==> src/rtl/timer_datapath.sv <==
// Timer datapath: serial MSB-first delay capture plus a (delay+1)*CYCLES_PER_UNIT
// down-counter, driven by the shift_ena/counting strobes of the timer control FSM.
// Optional protocol checker enabled by defining TIMER_PROTO_CHK_EN; it adds the
// sticky proto_err output, which ack clears.
module timer_datapath #(
    parameter int unsigned DELAY_W         = 4,
    parameter int unsigned CYCLES_PER_UNIT = 1000,
    parameter int unsigned SUB_W           = 10
) (
    input  logic               clk,
    input  logic               areset,
    input  logic               data,
    input  logic               shift_ena,
    input  logic               counting,
    input  logic               ack,
    output logic [DELAY_W-1:0] count,
    output logic               done_counting
`ifdef TIMER_PROTO_CHK_EN
    ,
    output logic               proto_err
`endif
);

    localparam logic [SUB_W-1:0]   SubReload = SUB_W'(CYCLES_PER_UNIT - 1);
    localparam logic [DELAY_W-1:0] DelayOne  = DELAY_W'(1);

    logic [DELAY_W-1:0] delay_q, delay_d;
    logic [SUB_W-1:0]   sub_q, sub_d;
    logic               sub_zero, delay_zero;

    assign sub_zero   = (sub_q == '0);
    assign delay_zero = (delay_q == '0);

    // Next-state: shift has priority over counting; decrements gated by !=0 checks
    always_comb begin
        delay_d = delay_q;
        sub_d   = sub_q;
        if (shift_ena) begin
            delay_d = {delay_q[DELAY_W-2:0], data};
            sub_d   = SubReload;
        end else if (counting) begin
            if (!sub_zero) begin
                sub_d = sub_q - SUB_W'(1);
            end else if (!delay_zero) begin
                delay_d = delay_q - DelayOne;
                sub_d   = SubReload;
            end
        end
    end

    // Delay and sub-unit registers
    always_ff @(posedge clk or posedge areset) begin
        if (areset) begin
            delay_q <= '0;
            sub_q   <= SubReload;
        end else begin
            delay_q <= delay_d;
            sub_q   <= sub_d;
        end
    end

    assign count         = delay_q;
    assign done_counting = counting & delay_zero & sub_zero;

`ifdef TIMER_PROTO_CHK_EN
    localparam int unsigned      RunW   = $clog2(DELAY_W + 2);
    localparam logic [RunW-1:0]  RunMax = RunW'(DELAY_W + 1);
    localparam logic [RunW-1:0]  RunLim = RunW'(DELAY_W);

    logic [RunW-1:0] run_q, run_d;
    logic            err_q, err_d;
    logic            violation;

    // run_q holds the number of consecutive shift cycles before this one
    assign violation = shift_ena & (counting | (run_q >= RunLim));

    // Consecutive-shift counter and sticky error next-state; new violation beats ack
    always_comb begin
        run_d = '0;
        if (shift_ena) begin
            run_d = (run_q == RunMax) ? run_q : run_q + RunW'(1);
        end
        err_d = err_q;
        if (violation) begin
            err_d = 1'b1;
        end else if (ack) begin
            err_d = 1'b0;
        end
    end

    // Checker state
    always_ff @(posedge clk or posedge areset) begin
        if (areset) begin
            run_q <= '0;
            err_q <= 1'b0;
        end else begin
            run_q <= run_d;
            err_q <= err_d;
        end
    end

    assign proto_err = err_q;
`else
    // ack only matters to the protocol checker
    logic unused_ack;
    assign unused_ack = ack;
`endif

endmodule
==> config.mk <==
export PLATFORM = sky130hd
export DESIGN_NAME = timer_datapath
export DESIGN_NICKNAME = d
export VERILOG_FILES = /design/src/rtl/timer_datapath.sv
export SDC_FILE = /design/constraint.sdc
export NUM_CORES = 1
export LEC_CHECK = 0
export CORE_ASPECT_RATIO = 1.25
export CORE_MARGIN = 1
export CORE_UTILIZATION = 38
export DETAILED_ROUTE_END_ITERATION = 10
export HOLD_SLACK_MARGIN = 0.02
export PLACE_DENSITY = 0.63
export SLEW_MARGIN = 20
export SYNTH_ARGS = -nofsm -noshare
export SYNTH_HDL_FRONTEND = slang
export SYNTH_SLANG_ARGS = --single-unit
==> constraint.sdc <==
create_clock -name clk -period 3.89 [get_ports clk]
set_input_delay 0.5835 -clock clk [delete_from_list [all_inputs] [get_ports clk]]
set_output_delay 0.5835 -clock clk [all_outputs]
set_load 0.05 [all_outputs]
# --- After elaboration in Yosys (flattened, before gate mapping) ---
# Index checks and enable logic that the tools add are counted.
totals:
  regBits: 14
  out_inout_bits: 5
  word_cells: 22
op_classes:
  add_sub_neg: 2
  n_eq_ne: 2
  muxes: 8
  bitwise_logic: 2
  n_reduce_logical: 6
op_table:
  columns: ["operator", "count"]
  rows:
  - ["$mux 10", 4]
  - ["$mux 4", 4]
  - ["$logic_not 10->1", 1]
  - ["$sub 10x1->10 const B", 1]
  - ["$logic_not 4->1", 1]
  - ["$reduce_bool 2->1", 2]
  - ["$sub 4x1->4 const B", 1]
  - ["$ne 3x3->1 const B", 1]
  - ["$reduce_and 3->1", 1]
  - ["$and 1x1->1", 2]
  - ["$ne 2x2->1 const B", 1]
  - ["$reduce_and 2->1", 1]

# --- Depth between registers and ports, before layout ---
# Gate-level depths: netlist (run 1).
logic_depth:
  word_depth: 5
  depth_mapped: 6
  depth_no_buf: 6

# --- Least setup slack after synthesis (run 1) ---
# Ideal clock, no wire load.
synth_path:
  kind: "register -> output"
  startpoint: "register delay_q[0] (netlist: count[0])"
  endpoint: "output port done_counting"
  arrival_time_ns: 1.974
  t_required_ns: 3.306
  slack_ns: 1.332
  path_stages_with_launch: 6
  n_path_buf: 0
  path_cell_list: "dfrtp_1 -> inv_1 -> ha_1 -> or3b_2 -> inv_1 -> and3_1"
synth_via:
  elab_chain_len: 3
synth_rtl:
  columns: ["element", "line_no", "text"]
  rows:
  - ["from (decl)", "27", "logic [DELAY_W-1:0] delay_q, delay_d;"]
  - ["from (signal assigned)", "57", "delay_q <= delay_d;"]
  - ["$logic_not 4->1", "32", "assign delay_zero = (delay_q == '0);"]
  - ["$and 1x1->1 (2 in series)", "63", "assign done_counting = counting & delay_zero & sub_zero;"]
  - ["to (decl)", "17", "output logic done_counting"]
# No other way between the ends.

# --- Final worst setup path (run 1) ---
layout_path:
  startpoint: "register sub_q[0]"
  endpoint: "output port done_counting"
layout_via:
  elab_chain_len: 2
layout_rtl:
  columns: ["element", "line_no", "text"]
  rows:
  - ["from (decl)", "28", "logic [SUB_W-1:0] sub_q, sub_d;"]
  - ["from (signal assigned)", "55", "sub_q <= SubReload;"]
  - ["from (signal assigned)", "58", "sub_q <= sub_d;"]
  - ["$logic_not 10->1", "31", "assign sub_zero = (sub_q == '0);"]
  - ["$and 1x1->1", "63", null]
# No other way between the ends.

==> results of run 1 <==
## worst max-delay path, stage by stage (launching register included)
cell                              delay [ns]
sky130_fd_sc_hd__dfstp_2                0.40
sky130_fd_sc_hd__inv_1                  0.05
sky130_fd_sc_hd__ha_1                   0.22
sky130_fd_sc_hd__or4b_1                 0.53
sky130_fd_sc_hd__nor3_1                 0.41
sky130_fd_sc_hd__and3_1                 0.22
sky130_fd_sc_hd__clkdlybuf4s50_1        0.80
## cells in the mapped netlist (all sizes together)
master	n	area (um2)
a21o	1	7.510
a21oi	2	10.01
a311o	1	10.01
a31oi	2	12.51
and3	1	6.260
and3b	2	17.52
clkbuf	2	7.510
dfrtp	6	150.1
dfstp	8	210.2
ha	3	37.54
inv	9	33.78
mux2	1	11.26
mux2i	2	20.02
nand2	11	41.29
nand3	1	5.000
nand4	4	25.02
nor2	8	30.03
nor2b	1	6.260
nor3	5	25.02
nor3b	2	15.01
nor4	1	6.260
nor4b	2	17.52
o21a	1	7.510
o21ai	9	45.04
o311a	1	10.01
o311ai	2	17.52
o32ai	1	8.760
o41a	1	11.26
o41ai	1	27.53
or2	1	6.260
or3	4	25.02
or3b	2	17.52
or4	1	11.26
or4b	2	20.02
xnor2	1	8.760
## stage by stage
| step | power [uW] | cells |
|---|---|---|
| after floorplan | 206.9 | 102 |
| after global placement | 229.0 | 140 |
| final | 343.2 | 144 |
| after detailed placement | 231.2 | 140 |
| after global routing | 356.9 | 144 |
| after CTS | 345.0 | 144 |
## power by group through the flow
stage	registers [uW]	clock network, uW	logic [uW]
2_1_floorplan	182	0	24.8
3_3_place_gp	165	0	64.5
3_5_place_dp	165	0	66.2
4_1_cts	162	116	66.4
5_1_grt	164	121	72.1
6_report	163	115	66.0
## state kept, by name (all words and copies together), names as in the netlist
name / count
count: 4
sub_q: 10
## cell families (layout without fill, tap and decap cells)
logic type	Yosys count	count (layout)
AND/OR/NAND/NOR	48	48
AO/OA/AOI/OAI	22	22
flip-flops	14	14
buffers and inverters	11	22
adder cells (fa/ha/maj)	3	3
multiplexers	3	3
XOR/XNOR	1	1
## metal layers
metal / global-route usage (%) / wire length, um
met1: 28.89 / 1012
met2: 31.19 / 1057
met3: 1.899 / 107
met4: 8.824 / 53
met5: 0 / 0
## cell type report
cell class	instances	share of cell area [%]
Tap cell	31	3.592
Multi-Input combinational cell	77	48.20
Clock buffer	4	3.360
Sequential cell	14	33.37
Inverter	9	3.129
Timing Repair Buffer	9	8.343
## cell usage in the layout, fill, tap and decap left out, types with 2 or more instances in the layout
cell and n:
sky130_fd_sc_hd__clkdlybuf4s50_1 9, sky130_fd_sc_hd__a21oi_1 2, sky130_fd_sc_hd__nor3_1 5, sky130_fd_sc_hd__a31oi_1 2, sky130_fd_sc_hd__nor3b_1 2, sky130_fd_sc_hd__nand4_1 4
sky130_fd_sc_hd__or3_1 4, sky130_fd_sc_hd__ha_1 3, sky130_fd_sc_hd__inv_1 9, sky130_fd_sc_hd__o311ai_0 2, sky130_fd_sc_hd__and3b_1 2, sky130_fd_sc_hd__nor4b_1 2
sky130_fd_sc_hd__o21ai_0 9, sky130_fd_sc_hd__nand2_1 11, sky130_fd_sc_hd__mux2i_1 2, sky130_fd_sc_hd__dfrtp_1 6, sky130_fd_sc_hd__nor2_1 8, sky130_fd_sc_hd__dfstp_2 8
sky130_fd_sc_hd__clkbuf_4 3
## path summary, 6_finish.rpt
path | startpoint | to | slack (ns) | cells past startpoint
hold reg to reg | sub_q[1] | sub_q[1] | 0.56 | 2
hold / removal | sub_q[1] | sub_q[1] | 0.56 | 2
min in group asynchronous | areset | count[1] | 0.62 | 2
max in group asynchronous | areset | sub_q[5] | 2.88 | 2
setup reg to reg | sub_q[3] | count[2] | 1.63 | 4
setup / recovery | sub_q[0] | done_counting | 0.36 | 6
==> out/results.tsv, run 1 <==
metric	value	unit
final worst slack	0.3650	ns
count of mapped cells out of synthesis	102	
number of sinks on the clock net	14	
Post-DP Area	1044	um2
TritonCTS Buffers	3	
largest buffer count on any clock path	2	
XOR/XNOR Fraction of Synth Area	0.9498	%
number of setup violations in the final report	0	
Layout Nets	123	
die span in x	46.06	um
count of filler cells inserted in the layout	221	
number of top-level pins	11	
number of violations reported at the end of detailed-routing iteration 0	23	
count of cell types in the netlist	37	
buffers inserted during post-CTS setup optimization	0	
total number of placement rows	19	
GPL Wtd Cong	0.7608	
antenna viol nets, final	0	
net switching component of the power	108.4	uW
total nets after synthesis	111	
vias in the first global route	803	
area of all placed cells without fillers	1080	um2
Congestion Overflow GR	0	
compound-gate portion of the synthesized area	18.18	%
adder and majority gate portion of the synthesized area	4.071	%
antenna fix cells	0	
Fmax achieved	0.2837	GHz
TritonCTS clock tree	built	
area added between synthesis and finish	17.10	%
wire length of the first global-routing pass	3877	um
sequential-to-total area share from yosys stat	39.08	%
clock skew after layout	0.01205	ns
DRC violations left	0	
multi-input logic area	520.5	um2
IR drop worst, VDD	0.2105	mV
Final Max Slew Viols	0	
Switching Share	31.59	%
dominant combinational cell family by area after synthesis	simple AND/OR/NAND/NOR gates	
flip-flop and latch count after synthesis	14	
mean instance size in the synthesized netlist	9.041	um2
Initial Util	41.27	%
mux share of post-synthesis cell area	3.392	%
per-cell routed wire length	15.49	um
status	completed	
Vias per Instance	5.806	
combined global-route utilization of all metal layers	20.43	%
worst endpoint required time	3.31	ns
Buffers on Ports	9	
antenna violations before repair	0	
final period utilization	90.62	%
pwr/cell area	317.8	nW/um2
fraction of layout instances using a drive strength above 1	15.93	%
Fin Hold WS	0.5590	ns
worst slew margin relative to its limit	35.74	%
Setup Total Neg Slack	0	ns
class of the tightest hold or removal check	reg2reg	
kind of launch point of the worst setup path	flop	
number of max-capacitance violations reported	0	
Sequential Area	360.3	um2
setup repair after global routing missed its margin	no	
share of total power in sequential cells	47.4	%
signal arrival time at the worst endpoint	2.94	ns
via count	836	
P_leak	0.0004128	uW
final wirelength	2230	um
die outline area	2629	um2
clock-pin slew of the registers on the worst-case setup and hold paths	0.10	ns
final hold viol count	0	
Critical Path End Type	primary output	
library cell used as clock root buffer	sky130_fd_sc_hd__clkbuf_4	
post-layout utilization of the core	48.32	%
worst setup slack after placement	0.7448	ns
Clock Latency Late Sink	0.31	ns
Combinational Power Share	19.2	%
Die Span Y	57.08	um
area share of and/or/nand/nor cells after synthesis	29.85	%
pin count of the biggest net entering global routing	16	
internal portion of total power	234.8	uW
core region area	2235	um2
Detailed Routing Iterations Pass 1	4	
number of synthesis warnings	0	
cell area after synthesis	922.1	um2
worst-margin pin slew	0.9551	ns
Min Clock Period, post-route	3.525	ns
proportion of power drawn by the clock network	33.4	%
count of hold-fix buffers inserted at cts	0	
largest fanout on the critical path	5	
number of resized instances in the post-cts repair step	0	
half-perimeter wire length of the detailed placement result	1488	um
Setup Crit Path Kind	reg2out	
# H-tree levels	1	
Note: power is estimated with default switching activity, not from simulation.
==> run 2: changes to the inputs <==
--- a/config.mk
+++ b/config.mk
@@ -9,8 +9,10 @@
 export CORE_MARGIN = 1
 export CORE_UTILIZATION = 38
 export DETAILED_ROUTE_END_ITERATION = 10
+export GPL_ROUTABILITY_DRIVEN = 0
 export HOLD_SLACK_MARGIN = 0.02
 export PLACE_DENSITY = 0.63
+export SKIP_CTS_REPAIR_TIMING = 1
 export SLEW_MARGIN = 20
 export SYNTH_ARGS = -nofsm -noshare
 export SYNTH_HDL_FRONTEND = slang
==> results of run 2 <==
No change in the layout: final DEF, timing and power equal those of run 1.
